===== config.mk =====
export PLATFORM = sky130hd
export DESIGN_NAME = issue_ctrl_flat
export DESIGN_NICKNAME = d
export VERILOG_FILES = /design/src/rtl/issue_ctrl_if.sv /design/src/rtl/issue_ctrl.sv /design/src/flat_wrapper.sv
export SDC_FILE = /design/constraint.sdc
export NUM_CORES = 1
export LEC_CHECK = 0
export ABC_AREA = 1
export ABC_CLOCK_PERIOD_IN_PS = 1900
export CELL_PAD_IN_SITES_DETAIL_PLACEMENT = 1
export CELL_PAD_IN_SITES_GLOBAL_PLACEMENT = 2
export CORE_MARGIN = 5
export CORE_UTILIZATION = 16
export CTS_CLUSTER_DIAMETER = 60
export DETAILED_ROUTE_END_ITERATION = 10
export PLACE_DENSITY_LB_ADDON = 0.1
export SETUP_SLACK_MARGIN = 0.2
export SYNTH_ARGS = -nofsm -noshare
export SYNTH_HDL_FRONTEND = slang
export SYNTH_SLANG_ARGS = --single-unit

===== constraint.sdc =====
create_clock -name clk -period 1.9 [get_ports clk]
set_clock_uncertainty 0.15 [all_clocks]
set_input_delay 0.38 -clock clk [delete_from_list [all_inputs] [get_ports clk]]
set_output_delay 0.38 -clock clk [all_outputs]
set_load 0.01 [all_outputs]

===== src/rtl/issue_ctrl_if.sv =====
// Decode-stage issue/hazard handshake: fetch/decode controls in, issue/bubble/stall decisions out.
interface issue_ctrl_if #(
  parameter int STAT_W = 32
);
  logic              run;
  logic              ext_stall;
  logic              dec_valid;
  logic              dec_is_load;
  logic              dec_is_ctrl;
  logic              issue;
  logic              bubble;
  logic              stall_fetch;
  logic              busy;
  logic [STAT_W-1:0] stat_issued;
  logic [STAT_W-1:0] stat_bubbles;

  modport master (
    output run, ext_stall, dec_valid, dec_is_load, dec_is_ctrl,
    input  issue, bubble, stall_fetch, busy, stat_issued, stat_bubbles
  );

  modport slave (
    input  run, ext_stall, dec_valid, dec_is_load, dec_is_ctrl,
    output issue, bubble, stall_fetch, busy, stat_issued, stat_bubbles
  );
endinterface


===== src/rtl/issue_ctrl.sv =====
// Issue/hazard sequencer: issue and bubble are combinational (zero latency); run=0/ext_stall freeze all state.
// ISSUE_STATS_EN adds saturating issued/bubble counters; without it the stat outputs are tied to 0.
module issue_ctrl #(
  parameter int LOAD_STALL = 1,
  parameter int CTRL_STALL = 2,
  parameter int CNT_W      = 4,
  parameter int STAT_W     = 32
) (
  input  logic         clk,
  input  logic         reset_n,
  issue_ctrl_if.slave  ctl
);

  typedef enum logic [1:0] {
    IDLE      = 2'd0,
    MEM_WAIT  = 2'd1,
    CTRL_WAIT = 2'd2
  } state_e;

  localparam logic [CNT_W-1:0] LOAD_CNT = CNT_W'(LOAD_STALL);
  localparam logic [CNT_W-1:0] CTRL_CNT = CNT_W'(CTRL_STALL);
  localparam logic [CNT_W-1:0] CNT_ONE  = CNT_W'(1);
  localparam bit               LOAD_EN  = (LOAD_STALL > 0);
  localparam bit               CTRL_EN  = (CTRL_STALL > 0);

  state_e           state_q, state_d;
  logic [CNT_W-1:0] cnt_q, cnt_d;
  logic             pend_ctrl_q, pend_ctrl_d;
  logic             issue;
  logic             bubble;

  // Issue is held low while reset is asserted even if decode presents a valid word.
  assign issue  = reset_n & ctl.run & ctl.dec_valid & ~ctl.ext_stall & (state_q == IDLE);
  assign bubble = ctl.run & ~ctl.ext_stall & (state_q != IDLE);

  assign ctl.issue       = issue;
  assign ctl.bubble      = bubble;
  assign ctl.stall_fetch = ~issue;
  assign ctl.busy        = (state_q != IDLE);

  always_comb begin
    state_d     = state_q;
    cnt_d       = cnt_q;
    pend_ctrl_d = pend_ctrl_q;
    case (state_q)
      IDLE: begin
        if (issue) begin
          if (ctl.dec_is_load && LOAD_EN) begin
            state_d     = MEM_WAIT;
            cnt_d       = LOAD_CNT;
            pend_ctrl_d = ctl.dec_is_ctrl;
          end else if (ctl.dec_is_ctrl && CTRL_EN) begin
            state_d     = CTRL_WAIT;
            cnt_d       = CTRL_CNT;
            pend_ctrl_d = 1'b0;
          end
        end
      end
      MEM_WAIT: begin
        // A zero count here can only come from corruption; treat it like the last bubble.
        if (bubble) begin
          if (cnt_q <= CNT_ONE) begin
            if (pend_ctrl_q && CTRL_EN) begin
              state_d = CTRL_WAIT;
              cnt_d   = CTRL_CNT;
            end else begin
              state_d = IDLE;
              cnt_d   = '0;
            end
            pend_ctrl_d = 1'b0;
          end else begin
            cnt_d = cnt_q - CNT_ONE;
          end
        end
      end
      CTRL_WAIT: begin
        if (bubble) begin
          if (cnt_q <= CNT_ONE) begin
            state_d = IDLE;
            cnt_d   = '0;
          end else begin
            cnt_d = cnt_q - CNT_ONE;
          end
        end
      end
      default: begin
        state_d     = IDLE;
        cnt_d       = '0;
        pend_ctrl_d = 1'b0;
      end
    endcase
  end

  always_ff @(posedge clk or negedge reset_n) begin
    if (!reset_n) begin
      state_q     <= IDLE;
      cnt_q       <= '0;
      pend_ctrl_q <= 1'b0;
    end else begin
      state_q     <= state_d;
      cnt_q       <= cnt_d;
      pend_ctrl_q <= pend_ctrl_d;
    end
  end

`ifdef ISSUE_STATS_EN
  logic [STAT_W-1:0] stat_issued_q, stat_issued_d;
  logic [STAT_W-1:0] stat_bubbles_q, stat_bubbles_d;

  always_comb begin
    stat_issued_d  = stat_issued_q;
    stat_bubbles_d = stat_bubbles_q;
    if (issue && (stat_issued_q != '1)) begin
      stat_issued_d = stat_issued_q + STAT_W'(1);
    end
    if (bubble && (stat_bubbles_q != '1)) begin
      stat_bubbles_d = stat_bubbles_q + STAT_W'(1);
    end
  end

  always_ff @(posedge clk or negedge reset_n) begin
    if (!reset_n) begin
      stat_issued_q  <= '0;
      stat_bubbles_q <= '0;
    end else begin
      stat_issued_q  <= stat_issued_d;
      stat_bubbles_q <= stat_bubbles_d;
    end
  end

  assign ctl.stat_issued  = stat_issued_q;
  assign ctl.stat_bubbles = stat_bubbles_q;
`else
  assign ctl.stat_issued  = '0;
  assign ctl.stat_bubbles = '0;
`endif

endmodule


===== src/flat_wrapper.sv =====
// flat-port wrapper written by rule: the top's interface ports become plain ports
module issue_ctrl_flat 
#(
  parameter int LOAD_STALL = 1,
  parameter int CTRL_STALL = 2,
  parameter int CNT_W      = 4,
  parameter int STAT_W     = 32
)
  (clk, reset_n, ctl_run, ctl_ext_stall, ctl_dec_valid, ctl_dec_is_load, ctl_dec_is_ctrl, ctl_issue, ctl_bubble, ctl_stall_fetch, ctl_busy, ctl_stat_issued, ctl_stat_bubbles);
  issue_ctrl_if #(.STAT_W(STAT_W)) ctl_i ();
  input  logic clk;
  input  logic reset_n;
  input wire logic [$bits(ctl_i.run)-1:0] ctl_run;
  input wire logic [$bits(ctl_i.ext_stall)-1:0] ctl_ext_stall;
  input wire logic [$bits(ctl_i.dec_valid)-1:0] ctl_dec_valid;
  input wire logic [$bits(ctl_i.dec_is_load)-1:0] ctl_dec_is_load;
  input wire logic [$bits(ctl_i.dec_is_ctrl)-1:0] ctl_dec_is_ctrl;
  output wire logic [$bits(ctl_i.issue)-1:0] ctl_issue;
  output wire logic [$bits(ctl_i.bubble)-1:0] ctl_bubble;
  output wire logic [$bits(ctl_i.stall_fetch)-1:0] ctl_stall_fetch;
  output wire logic [$bits(ctl_i.busy)-1:0] ctl_busy;
  output wire logic [$bits(ctl_i.stat_issued)-1:0] ctl_stat_issued;
  output wire logic [$bits(ctl_i.stat_bubbles)-1:0] ctl_stat_bubbles;
  assign ctl_i.run = ctl_run;
  assign ctl_i.ext_stall = ctl_ext_stall;
  assign ctl_i.dec_valid = ctl_dec_valid;
  assign ctl_i.dec_is_load = ctl_dec_is_load;
  assign ctl_i.dec_is_ctrl = ctl_dec_is_ctrl;
  assign ctl_issue = ctl_i.issue;
  assign ctl_bubble = ctl_i.bubble;
  assign ctl_stall_fetch = ctl_i.stall_fetch;
  assign ctl_busy = ctl_i.busy;
  assign ctl_stat_issued = ctl_i.stat_issued;
  assign ctl_stat_bubbles = ctl_i.stat_bubbles;
  issue_ctrl #(.LOAD_STALL(LOAD_STALL), .CTRL_STALL(CTRL_STALL), .CNT_W(CNT_W), .STAT_W(STAT_W)) u_core (.clk(clk), .reset_n(reset_n), .ctl(ctl_i));
endmodule

==> impl_metrics.sql <==
INSERT INTO impl_metrics (metric_group, metric, value, unit) VALUES
('status', 'status', 'finished clean', ''),
('critical_path', 'critical_path_required', '1.37', 'ns'),
('clocking', 'numCtsBuffers', '3', ''),
('critical_path', 'worst_setup_path_class', 'reg -> out', ''),
('sta', 'setup_viol', '0', ''),
('clocking', 'htree_levels', '1', ''),
('detailed_routing', 'routed-via-count', '832', ''),
('synth', 'synth_area_leader_cell', 'sky130_fd_sc_hd__buf_4', ''),
('critical_path', 'critPathArrivalTime', '1.09', 'ns'),
('synth', 'synth_top_cells_by_area', 'sky130_fd_sc_hd__buf_4 (46%), sky130_fd_sc_hd__dfrtp_1 (17%), sky130_fd_sc_hd__nand2_1 (14%), sky130_fd_sc_hd__inv_1 (3.6%), sky130_fd_sc_hd__nand3_1 (3.3%)', ''),
('sta', 'finalCritPeriodShare', '0.8538', ''),
('grt', 'number_of_global_route_vias_before_repair', '863', ''),
('synth', 'yosysTopAreaCellShare', '0.4561', ''),
('synth', 'yosysMostFrequentCell', 'sky130_fd_sc_hd__buf_4', ''),
('synth', 'synth_cell_type_count', '17', ''),
('pwr', 'static-leakage-power', '0.6797', 'nW'),
('place', 'gp_congestion', '0.7201', ''),
('finish', 'final_cells', '261', ''),
('sta', 'timing_hold_violations_final', '0', ''),
('place', 'placed_cells_incl_taps', '253', ''),
('critical_path', 'timing.critical_path.from', 'u_core.state_q[0]$_DFFE_PN0P_', ''),
('floorplan', 'die_area', '8307', 'sq um'),
('synth', 'synth_top_cells_by_count', 'sky130_fd_sc_hd__buf_4 (64), sky130_fd_sc_hd__nand2_1 (39), sky130_fd_sc_hd__inv_1 (10)', ''),
('synth', 'synth_flop_cell', 'sky130_fd_sc_hd__dfrtp_1', ''),
('grt', 'track_usage', '0.05737', ''),
('clocking', 'cts_num_sinks', '7', ''),
('finish', 'num_antenna_cells', '0', ''),
('critical_path', 'worst_setup_path_endpoint', 'ctl_busy', ''),
('grt', 'pin_count_of_the_biggest_net_entering_global_routing', '8', ''),
('detailed_routing', 'detailed_route_wire_length_per_cell', '9.383', 'um'),
('floorplan', 'rows', '29', ''),
('critical_path', 'timing.reg2reg.setup_slack', '0.36', 'ns'),
('detailed_routing', 'route.detailed.vias_per_inst', '3.188', ''),
('pwr', 'ir_worst_vdd', '0.0002210', 'V'),
('pwr', 'design_power_total', '1.315', 'mW'),
('critical_path', 'critPathLaunchType', 'flip-flop', ''),
('sta', 'clock.fmax', '616.5', 'MHz'),
('critical_path', 'path_buf_inv', '3', ''),
('critical_path', 'crit_chain', 'nor2_4 > inv_2 > buf_4 > buf_2', ''),
('clocking', 'clkTransAtPathRegs', '0.04', 'ns'),
('floorplan', 'die_width', '91.15', 'um'),
('clocking', 'clk_path_buf_depth', '2', ''),
('critical_path', 'worst_path_max_stage_delay', '0.40', 'ns'),
('sta', 'period_minus_slack', '1.622', 'ns'),
('critical_path', 'critical_path.slowest_cell', 'sky130_fd_sc_hd__dfrtp_1', ''),
('critical_path', 'setup_crit_end_kind', 'output pin', ''),
('synth', 'sequential_to_total_area_share_from_yosys_stat', '0.1663', ''),
('run', 'maxCapViolCount', '0', ''),
('synth', 'ys_warn_count', '0', ''),
('synth', 'async_reset_ff_frac', '1.000', ''),
('clocking', 'cts_tree', 'done', ''),
('floorplan', 'start_util', '0.1650', ''),
('detailed_routing', 'detail_route.first_pass.iterations', '4', ''),
('detailed_routing', 'totalWireLength', '2449', 'um'),
('grt', 'antenna_found_initial', '0', ''),
('sta', 'rsz0062_at_grt', 'false', ''),
('synth', 'number_of_synthesized_register_bits', '7', ''),
('synth', 'post_synth.cell_area_avg', '6.626', 'sq um'),
('finish', 'flow.area_growth_from_synthesis', '8.551', '%'),
('worst_hold_path', 'worstHoldPathType', 'in -> async', ''),
('finish', 'postLayoutCellArea', '1144', 'sq um'),
('critical_path', 'r2r-start', 'u_core.cnt_q[0]$_DFFE_PN0P_', ''),
('grt', 'global_route_wire_length_before_repair', '3953', 'um'),
('detailed_routing', 'ant_nets', '0', ''),
('place', 'dp_hpwl', '2163', 'um'),
('detailed_routing', 'drtIter0Drc', '21', ''),
('clocking', 'clkLatencyLatePin', '0.23', 'ns'),
('place', 'buffer_ports.inserted', '10', ''),
('critical_path', 'path_delay_family', 'flip-flops', ''),
('critical_path', 'path_depth', '4', ''),
('finish', 'final_layout_size_suffix_gt1_frac', '0.2011', '');
## metal layers
| metal | track usage | routed length [um] | part of all wire | vias to the layer above |
|---|---|---|---|---|
| li1 | - | - | - | 407 |
| met1 | 0.06356 | 971 | 0.40 | 380 |
| met2 | 0.1052 | 1249 | 0.51 | 43 |
| met3 | 0.008264 | 199 | 0.081 | 2 |
| met4 | 0.02934 | 28 | 0.011 | 0 |
| met5 | 0 | 0 | 0 | - |
## final cells by class
class,count,area [sq um]
fillers,797,5243
well taps,77,96.34
multi-input cells,137,606.8
inverters,14,52.55
repair buffers,22,167.7
clock buffers,4,45.04
flip-flops and latches,7,175.2
## cell usage in the layout, fill, tap and decap left out, drive strengths merged
master / synthesis / final
a21oi: 2 / 2
a31oi: 1 / 1
buf: 64 / 16
clkbuf: 0 / 4
clkdlybuf4s15: 0 / 2
clkdlybuf4s50: 0 / 2
conb: 1 / 64
dfrtp: 7 / 7
dlygate4sd2: 0 / 2
ha: 2 / 2
inv: 14 / 14
nand2: 41 / 41
nand3: 8 / 8
nand4: 3 / 3
nor2: 13 / 13
o21ai: 2 / 2
xor2: 1 / 1
## worst reg2reg max path: stages, from the launching register on
cell	delay [ns]
sky130_fd_sc_hd__dfrtp_1	0.41
sky130_fd_sc_hd__inv_1	0.10
sky130_fd_sc_hd__ha_1	0.22
sky130_fd_sc_hd__inv_1	0.07
sky130_fd_sc_hd__nand2_2	0.08
sky130_fd_sc_hd__nand2_4	0.10
sky130_fd_sc_hd__nand2_1	0.06
sky130_fd_sc_hd__nand3_1	0.08
sky130_fd_sc_hd__nand2_1	0.06
sky130_fd_sc_hd__nand2_1	0.06
sky130_fd_sc_hd__nand2_1	0.05
## sequential cells by signal (all words and copies together), names as in the netlist
signal and cells:
u_core.cnt_q 4, u_core.pend_ctrl_q 1, u_core.state_q 2
## power breakdown
group	switching, mW	leakage [nW]	internal (mW)
Clock	0.0638	0.0228	0.145
Combinational	0.539	0.566	0.302
Sequential	0.0591	0.0909	0.207
Total	0.661	0.680	0.654
## through the flow
step / worst slack (ns) / hold WS [ns] / TNS (ns) / utilization
after CTS: 0.2133 / 0.07448 / 0 / 0.1759
after floorplan: 0.3251 / -0.06559 / 0 / -
after global placement: -0.3913 / 0.3734 / -1.029 / 0.1669
after detailed placement: -0.4140 / 0.3616 / -1.096 / 0.1669
after global routing: 0.2035 / 0.08997 / 0 / 0.1791
final: 0.2778 / 0.05992 / 0 / 0.1791
## kinds of logic after synthesis
| family | Yosys count | synth area share |
|---|---|---|
| flip-flops | 7 | 0.1663 |
| XOR/XNOR | 1 | 0.008315 |
| buffers and inverters | 78 | 0.5059 |
| other | 1 | 0.003560 |
| AO/OA/AOI/OAI | 5 | 0.02495 |
| adder cells (fa/ha/maj) | 2 | 0.02375 |
| AND/OR/NAND/NOR | 65 | 0.2672 |
## worst min-delay path by stage
stage / from / to / cells past startpoint
4_1_cts: reset_n / u_core.state_q[0]$_DFFE_PN0P_ / 2
2_1_floorplan: reset_n / u_core.cnt_q[0]$_DFFE_PN0P_ / 0
3_5_place_dp: u_core.cnt_q[1]$_DFFE_PN0P_ / u_core.cnt_q[1]$_DFFE_PN0P_ / 2
6_report: reset_n / u_core.pend_ctrl_q$_DFFE_PN0P_ / 2
3_3_place_gp: u_core.pend_ctrl_q$_DFFE_PN0P_ / u_core.pend_ctrl_q$_DFFE_PN0P_ / 2
5_1_grt: reset_n / u_core.pend_ctrl_q$_DFFE_PN0P_ / 2
## timing repair
item | in CTS | in global routing
gates resized for setup | 26 | 6
setup endpoints to repair | 5 | 5
setup buffers | 3 | 1
gates cloned | 0 | 0
pin swaps | 6 | 3
hold buffers | 0 | 0
Power figures use the tool's default switching activity.
